===== src/rtl/sni_match_scheduler.sv =====
// Sequences one SNI string at a time through a 2-bytes-per-cycle pattern matcher:
// clear, pack/feed, drain, report. Optional early exit on hit: define SNI_EARLY_EXIT_EN.
module sni_match_scheduler #(
  parameter int unsigned CLR_CYCLES   = 2,
  parameter int unsigned DRAIN_CYCLES = 4,
  parameter logic [7:0]  PAD_BYTE     = 8'h00
) (
  input  logic        i_clk,
  input  logic        i_rst,
  input  logic [7:0]  i_sni_byte,
  input  logic        i_sni_valid,
  input  logic        i_sni_last,
  output logic        o_sni_ready,
  output logic        o_match_rst,
  output logic        o_match_data_valid,
  output logic [15:0] o_match_data,
  input  logic        i_match_hit,
  output logic        o_result_valid,
  output logic        o_result_hit,
  output logic [15:0] o_result_len
);

  localparam int unsigned CNT_MAX = (CLR_CYCLES > DRAIN_CYCLES) ? CLR_CYCLES : DRAIN_CYCLES;
  localparam int unsigned CNT_W   = $clog2(CNT_MAX + 1);

  typedef enum logic [2:0] {IDLE, CLEAR, FEED, DRAIN, REPORT} state_t;

  state_t           state_q, state_d;
  logic [CNT_W-1:0] cnt_q, cnt_d;
  logic             phase_q, phase_d;   // 1 = high byte of the current word is held
  logic [7:0]       held_q, held_d;
  logic [15:0]      len_q, len_d;
  logic             hit_q, hit_d;
  logic             sample_q, sample_d; // hit window open (first word already seen)

  logic             ready_d, mrst_d, dv_d, rv_d, rhit_d;
  logic [15:0]      data_d, rlen_d;
  logic             accept, stop_feed;

  // NOTE: every signal written here gets a default first so no latch is inferred.
  always_comb begin
    state_d   = state_q;
    cnt_d     = cnt_q;
    phase_d   = phase_q;
    held_d    = held_q;
    len_d     = len_q;
    hit_d     = hit_q;
    sample_d  = sample_q;
    dv_d      = 1'b0;
    data_d    = o_match_data;
    rv_d      = 1'b0;
    rhit_d    = o_result_hit;
    rlen_d    = o_result_len;
    stop_feed = 1'b0;

    accept = (state_q == FEED) && i_sni_valid && o_sni_ready;

    if (sample_q && (state_q == FEED || state_q == DRAIN) && i_match_hit)
      hit_d = 1'b1;
    if (o_match_data_valid)
      sample_d = 1'b1;

`ifdef SNI_EARLY_EXIT_EN
    stop_feed = hit_d;
`else
    stop_feed = 1'b0;
`endif

    case (state_q)
      IDLE: begin
        if (i_sni_valid) state_d = CLEAR;
      end
      CLEAR: begin
        if (cnt_q == '0) state_d = FEED;
        else             cnt_d   = cnt_q - CNT_W'(1);
      end
      FEED: begin
        if (accept) begin
          if (len_q != 16'hFFFF) len_d = len_q + 16'd1;
          if (!stop_feed) begin
            if (phase_q) begin
              dv_d   = 1'b1;
              data_d = {held_q, i_sni_byte};
            end else if (i_sni_last) begin
              dv_d   = 1'b1;
              data_d = {i_sni_byte, PAD_BYTE};
            end else begin
              held_d = i_sni_byte;
            end
          end
          phase_d = ~phase_q;
          if (i_sni_last) begin
            phase_d = 1'b0;
            if (stop_feed) begin
              state_d = REPORT;
            end else begin
              state_d = DRAIN;
              cnt_d   = CNT_W'(DRAIN_CYCLES);
            end
          end
        end
      end
      DRAIN: begin
        if (cnt_q == '0) state_d = REPORT;
        else             cnt_d   = cnt_q - CNT_W'(1);
      end
      REPORT: begin
        state_d = i_sni_valid ? CLEAR : IDLE;
      end
      default: state_d = IDLE;
    endcase

    // Per-string state is wiped on every entry into CLEAR.
    if (state_d == CLEAR && state_q != CLEAR) begin
      cnt_d    = CNT_W'(CLR_CYCLES - 1);
      hit_d    = 1'b0;
      sample_d = 1'b0;
      len_d    = '0;
      phase_d  = 1'b0;
    end

    if (state_d == REPORT) begin
      rv_d   = 1'b1;
      rhit_d = hit_d;
      rlen_d = len_d;
    end

    ready_d = (state_d == FEED);
    mrst_d  = (state_d == CLEAR);
  end

  // NOTE: sequential state uses non-blocking assignments only.
  always_ff @(posedge i_clk) begin
    if (i_rst) begin
      state_q            <= IDLE;
      cnt_q              <= '0;
      phase_q            <= 1'b0;
      held_q             <= '0;
      len_q              <= '0;
      hit_q              <= 1'b0;
      sample_q           <= 1'b0;
      o_sni_ready        <= 1'b0;
      o_match_rst        <= 1'b1;
      o_match_data_valid <= 1'b0;
      o_match_data       <= '0;
      o_result_valid     <= 1'b0;
      o_result_hit       <= 1'b0;
      o_result_len       <= '0;
    end else begin
      state_q            <= state_d;
      cnt_q              <= cnt_d;
      phase_q            <= phase_d;
      held_q             <= held_d;
      len_q              <= len_d;
      hit_q              <= hit_d;
      sample_q           <= sample_d;
      o_sni_ready        <= ready_d;
      o_match_rst        <= mrst_d;
      o_match_data_valid <= dv_d;
      o_match_data       <= data_d;
      o_result_valid     <= rv_d;
      o_result_hit       <= rhit_d;
      o_result_len       <= rlen_d;
    end
  end

endmodule

===== config.mk =====
export PLATFORM = sky130hd
export DESIGN_NAME = sni_match_scheduler
export DESIGN_NICKNAME = d
export VERILOG_FILES = /design/src/rtl/sni_match_scheduler.sv
export SDC_FILE = /design/constraint.sdc
export NUM_CORES = 1
export LEC_CHECK = 0
export BUFFER_PORTS_ARGS = -buffer_cell sky130_fd_sc_hd__buf_4
export CORE_ASPECT_RATIO = 0.75
export CORE_MARGIN = 1.5
export CORE_UTILIZATION = 50
export DETAILED_ROUTE_END_ITERATION = 10
export GPL_TIMING_DRIVEN = 0
export PLACE_DENSITY_LB_ADDON = 0.05
export SYNTH_ARGS = -nofsm -noshare
export SYNTH_HDL_FRONTEND = slang
export SYNTH_SLANG_ARGS = --single-unit

===== constraint.sdc =====
create_clock -name i_clk -period 1.65 [get_ports i_clk]
set_input_delay 0.165 -clock i_clk [delete_from_list [all_inputs] [get_ports i_clk]]
set_output_delay 0.165 -clock i_clk [all_outputs]
set_load 0.02 [all_outputs]

After elaboration in Yosys (flattened, before gate mapping)
Cells that the tools add are included.
Word-level totals
  register bits after elaboration: 70
  input bits: 13
  output and inout port bits: 37
  logic and storage cells: 79
Operators by class
  $add $sub $neg: 2
  eq/ne operators: 15
  muxes and demuxes: 24
  bitwise operators: 4
  reduce and logical (&&, ||, !) cells: 19
Operator list (count)
  $mux W16: 6
  $mux W3: 8
  $add A16 B1 Y16 const B: 1
  $ne A16 B16 Y1 const B: 1
  $pmux W3 S5: 1
  $reduce_and A4 Y1: 3
  $eq A3 B2 Y1 const B: 3
  $ne A3 B2 Y1 const B: 3
  $mux W1: 8
  $eq A3 B1 Y1 const B: 2
  $eq A3 B3 Y1 const B: 2
  $logic_not A3 Y1: 2
  $ne A2 B2 Y1 const B: 3
  $pmux W3 S2: 1
  $logic_and A1 B1 Y1: 5
  $not A1 Y1: 4
  $reduce_bool A2 Y1: 2
  $reduce_or A2 Y1: 2
  $ne A3 B1 Y1 const B: 1
  $reduce_and A3 Y1: 1
  $reduce_bool A3 Y1: 1
  $reduce_or A3 Y1: 1
  $sub A3 B1 Y3 const B: 1
  $reduce_and A2 Y1: 1
  $logic_or A1 B1 Y1: 1

Logic depth before layout (Yosys ltp)
  depth after elaboration: 9
  gate-level depth with buffers: 8
  gate-level depth less buffers: 7

Worst setup path before layout
Ideal clock, no wire load.
  path kind: reg-to-reg
  start point: register len_q[0]
  end point: register o_result_len[13]
  library setup time: 0.091 ns
  arrival: 1.696 ns
  data required time: 1.559 ns
  path slack: -0.137 ns
  cell stages (with the launch flop): 6
  buffers on the path: 0
  period minus slack after synthesis: 1.787 ns
  path through: dfxtp_1 -> ha_1 -> nand4_4 -> or2_1 -> or4_1 -> a311oi_1
On the way
  word-level cells in the longest chain between the ends: 5
  elaborated cells between the ends (all ways): 6
  classes of those cells: add/sub: 1; eq/ne: 1; mux: 4
Ends and longest elaborated chain
  from (decl): line 32  | logic [15:0] len_q, len_d;
  from (signal assigned): line 154  | len_q <= len_d;
  $add A16 B1 Y16 or $ne A16 B16 Y1 (tied branches): line 79  | if (len_q != 16'hFFFF) len_d = len_q + 16'd1;
  $mux W16 *: line 79
  $mux W16 *: line 78  | if (accept) begin
  $mux W16 *: line 69  | case (state_q)
  $mux W16 *: line 114  | if (state_d == CLEAR && state_q != CLEAR) begin
  to (signal assigned): line 163  | o_result_len <= rlen_d;
  to (decl): line 20  | output logic [15:0] o_result_len
Every way passes the cells marked *; elsewhere a longest branch is shown, timed or not.
A chain may end at the register's enable or synchronous reset.

Final worst setup path
  start point: register state_q[0]
  end point: register len_q[14]
On the way
  word-level cells in the longest chain between the ends: 8
  elaborated cells between the ends (all ways): 19
  classes of those cells: eq/ne: 6; mux: 9; reduce/logical: 4
Ends and longest elaborated chain
  from (decl): line 28  | state_t state_q, state_d;
  from (signal assigned): line 150  | state_q <= state_d;
  $eq A3 B2 Y1: line 56, 69
  $logic_and A1 B1 Y1 (2 in series): line 56  | accept = (state_q == FEED) && i_sni_valid && o_sni_ready;
  $mux W3: line 78
  $pmux W3 S5: line 69
  $eq A3 B1 Y1: line 114
  $logic_and A1 B1 Y1: line 114
  $mux W16 *: line 114
Marked as above.

==> results.py <==
metrics = {
    "sta": {
        "setup_total_negative_slack_ps": -997,
        "worstMarginPinSlew_ps": 651,
        "worst_slew_margin_rel_pct": 56.6,
        "timing.final.crit_period_ps": 1820,
        "setup_repair_after_global_routing_missed_its_margin": "true",
        "timing.final.crit_share_pct": 110,
        "report.final.setup_viol": 14,
        "fmax_ghz": 0.549,
        "finClkSkew_ps": 4.59,
        "worst_setup_slack_final_ps": -172,
        "final_max_slew_viol_count": 0,
        "timing.hold.ws_ps": 101,
        "timing.final.hold_violations": 0,
    },
    "power": {
        "power_mw": 3.24,
        "power.net_switching_mw": 0.770,
        "seqPwrFrac_pct": 53.6,
        "peakVddDrop_uv": 596,
        "internal_power_mw": 2.47,
        "clock_power_share_pct": 38.1,
        "power_per_cell_area_nw_per_um2": 795,
        "part_of_the_power_in_combinational_logic_pct": 8.3,
        "power.share.switching_pct": 23.8,
        "leakage_nw": 1.57,
    },
    "outcome": {
        "violated_checks": "setup timing",
        "status": "finished with violations",
    },
    "placement": {
        "io_buffers": 49,
        "place.detailed.instances": 434,
        "final_hpwl_dp_um": 4700,
        "gp_congestion": 0.816,
        "postPlaceCellArea_sq_um": 3340,
        "dp_slack_ps": -442,
    },
    "yosys": {
        "ys_warn_count": 0,
        "synth_compound_gate_area_share_pct": 14.2,
        "postSynthAreaPerCell_sq_um": 9.22,
        "synthCells": 310,
        "synth_adder_area_share_pct": 1.31,
        "synthMostInstantiatedCell": "sky130_fd_sc_hd__dfxtp_1",
        "yosys_register_bits": 70,
        "cell_area_synth_sq_um": 2860,
        "synth_edf_count": 0,
        "post_synth_xor_area_fraction_pct": 3.06,
        "synthSimpleGateAreaFrac_pct": 25.4,
        "syn_nets": 326,
        "post_synth_mux_area_share_pct": 3.85,
        "synth-seq-area-share_pct": 49.0,
        "ys_dominant_reg_cell": "sky130_fd_sc_hd__dfxtp_1",
        "synth_top_family_by_area": "simple AND/OR/NAND/NOR gates",
        "synth-async-reset-ratio_pct": 0,
        "synthTopCellsByCount": "sky130_fd_sc_hd__dfxtp_1 (70), sky130_fd_sc_hd__nor2_1 (54), sky130_fd_sc_hd__nand2_1 (24)",
        "synth.largest_area_cell": "sky130_fd_sc_hd__dfxtp_1",
        "netlist.area_leader.share_pct": 49.0,
        "synth_cell_types": 47,
        "ys_top_cells_by_area": "sky130_fd_sc_hd__dfxtp_1 (49%), sky130_fd_sc_hd__nor2_1 (7.1%), sky130_fd_sc_hd__a211oi_1 (4.7%), sky130_fd_sc_hd__mux2i_1 (3.9%), sky130_fd_sc_hd__a21oi_1 (3.3%)",
    },
    "route": {
        "detail_route.drc_violations": 0,
        "dr_total_vias": 2726,
        "drt.antenna.violating_nets": 0,
        "routed_wl_um": 8070,
        "drt-vias-per-instance": 5.71,
        "first_pass_iters": 5,
        "wl_per_cell_um": 16.9,
        "dr.first_iter.drc_count": 263,
    },
    "clocking": {
        "post_cts_hold_buffer_count": 0,
        "cts.reportedPaths.clkPinSlew_ps": 70,
        "clock_tree_from_tritoncts": "built",
        "tritoncts_num_sinks": 70,
        "clockRootBuffer": "sky130_fd_sc_hd__clkbuf_8",
        "clkLatencyLatePin_ps": 340,
        "ctsLongestPathBuffers": 2,
        "cts_max_level": 3,
        "cts_made_buffers": 9,
    },
    "global_routing": {
        "grt_max_degree": 11,
        "grt_util_all_layers_pct": 25.0,
        "grt_antenna_before_repair": 0,
        "grt_pass1_vias": 2281,
        "grt_pass1_wl_um": 11700,
        "grt.overflow.total": 0,
    },
    "die": {
        "row_count": 23,
        "design.portCount": 50,
        "die-width_um": 90.3,
        "core_area_sq_um": 5440,
        "starting_utilization_of_the_core_area_pct": 52.6,
        "floorplan.die.height_um": 68.5,
        "die-area_sq_um": 6190,
    },
    "layout": {
        "area.growth.synth_to_final_pct": 42.6,
        "finalInstanceArea_sq_um": 4080,
        "layout.cells.non_filler": 477,
        "antenna_cells": 0,
        "finalCoreUtilization_pct": 75.0,
        "final_nets": 415,
        "final_layout_size_suffix_gt1_share_pct": 41.8,
    },
    "worst_setup_path": {
        "timing.critical_path.from_type": "register",
        "worst-endpoint-required_ps": 1910,
        "worst-path-max-fanout": 5,
        "critical_path_end_type": "register",
        "crit_type": "register to register",
        "worst-endpoint-arrival_ps": 2080,
    },
    "run": {
        "cap_violations": 0,
    },
    "hold_path": {
        "min-delay-path-class": "primary input to register",
    },
}
logic make-up after synthesis:
group / Yosys count
buffers and inverters: 21
adders and majority gates: 3
and+or+nand+nor: 134
DFF: 70
AOI/OAI and AO/OA: 61
xor gates and xnor gates: 10
muxes: 11
cell type report:
| cell class | count | area (sq um) |
|---|---|---|
| Multi-Input combinational cell | 219 | 1630 |
| Sequential cell | 70 | 1430 |
| Fill cell | 386 | 1360 |
| Timing Repair Buffer | 79 | 623 |
| Clock buffer | 13 | 169 |
| Buffer | 15 | 103 |
| Tap cell | 75 | 93.8 |
| Inverter | 5 | 18.8 |
| Clock inverter | 1 | 5.00 |
sequential cells by signal, summed over array words and instances (netlist names):
signal,flops
cnt_q,3
held_q,8
hit_q,1
len_q,16
o_match_data,16
o_match_data_valid,1
o_match_rst,1
o_result_hit,1
o_result_len,16
o_result_valid,1
o_sni_ready,1
phase_q,1
sample_q,1
state_q,3
layout by cell type, fill, tap and decap left out, drive strengths merged, types with 2 or more instances in the layout:
master / count
buf: 87
dfxtp: 70
nor2: 55
nand2: 24
clkbuf: 20
a21oi: 19
a211oi: 19
nand3: 14
mux2i: 11
nor3: 10
a32oi: 8
o21ai: 8
xnor2: 7
inv: 5
and2: 4
nand4: 4
nor4: 4
nand2b: 3
xor2: 3
ha: 3
nor4b: 3
nand3b: 2
nor2b: 2
and3: 2
a41oi: 2
a31oi: 2
power groups by stage:
stage	Clock [mW]	Sequential, mW	Combinational [mW]
6_report	1.23	1.74	0.269
5_1_grt	1.33	1.74	0.290
4_1_cts	1.27	1.74	0.248
3_5_place_dp	0	1.78	0.231
3_3_place_gp	0	1.78	0.230
2_1_floorplan	0	1.79	0.117
repair_timing:
| action | CTS | global route |
|---|---|---|
| gates resized for setup | 48 | 46 |
| setup endpoints to repair | 63 | 50 |
| buffers inserted | 16 | 12 |
| pin swaps | 25 | 23 |
| gates cloned | 1 | 1 |
per-layer routing:
metal / part of all wire [%] / routed length, um / vias to the layer above / track usage (%)
met3: 6.3 / 508 / 26 / 5.67
met4: 2.5 / 203 / 0 / 10.7
met1: 47 / 3750 / 1302 / 34.9
met5: 0 / 0 / - / 0
li1: - / - / 1287 / -
met2: 45 / 3600 / 111 / 37.2
worst max-delay path, stage by stage, from the launching register on:
cell and delay [ps]:
sky130_fd_sc_hd__dfxtp_2 320, sky130_fd_sc_hd__and4bb_4 400, sky130_fd_sc_hd__nand2_4 90, sky130_fd_sc_hd__buf_12 170, sky130_fd_sc_hd__nor3_4 240, sky130_fd_sc_hd__buf_4 170, sky130_fd_sc_hd__a31oi_4 120, sky130_fd_sc_hd__a211oi_2 230
final timing paths:
| kind | from | to | slack (ps) | cells after the start |
|---|---|---|---|---|
| max | state_q[0] | len_q[14] | -170 | 7 |
| max reg2reg | state_q[0] | len_q[14] | -170 | 7 |
| min | i_sni_byte[4] | held_q[4] | 100 | 3 |
| min reg2reg | o_result_len[15] | o_result_len[15] | 450 | 2 |
Note: power is estimated with default switching activity, not from simulation.
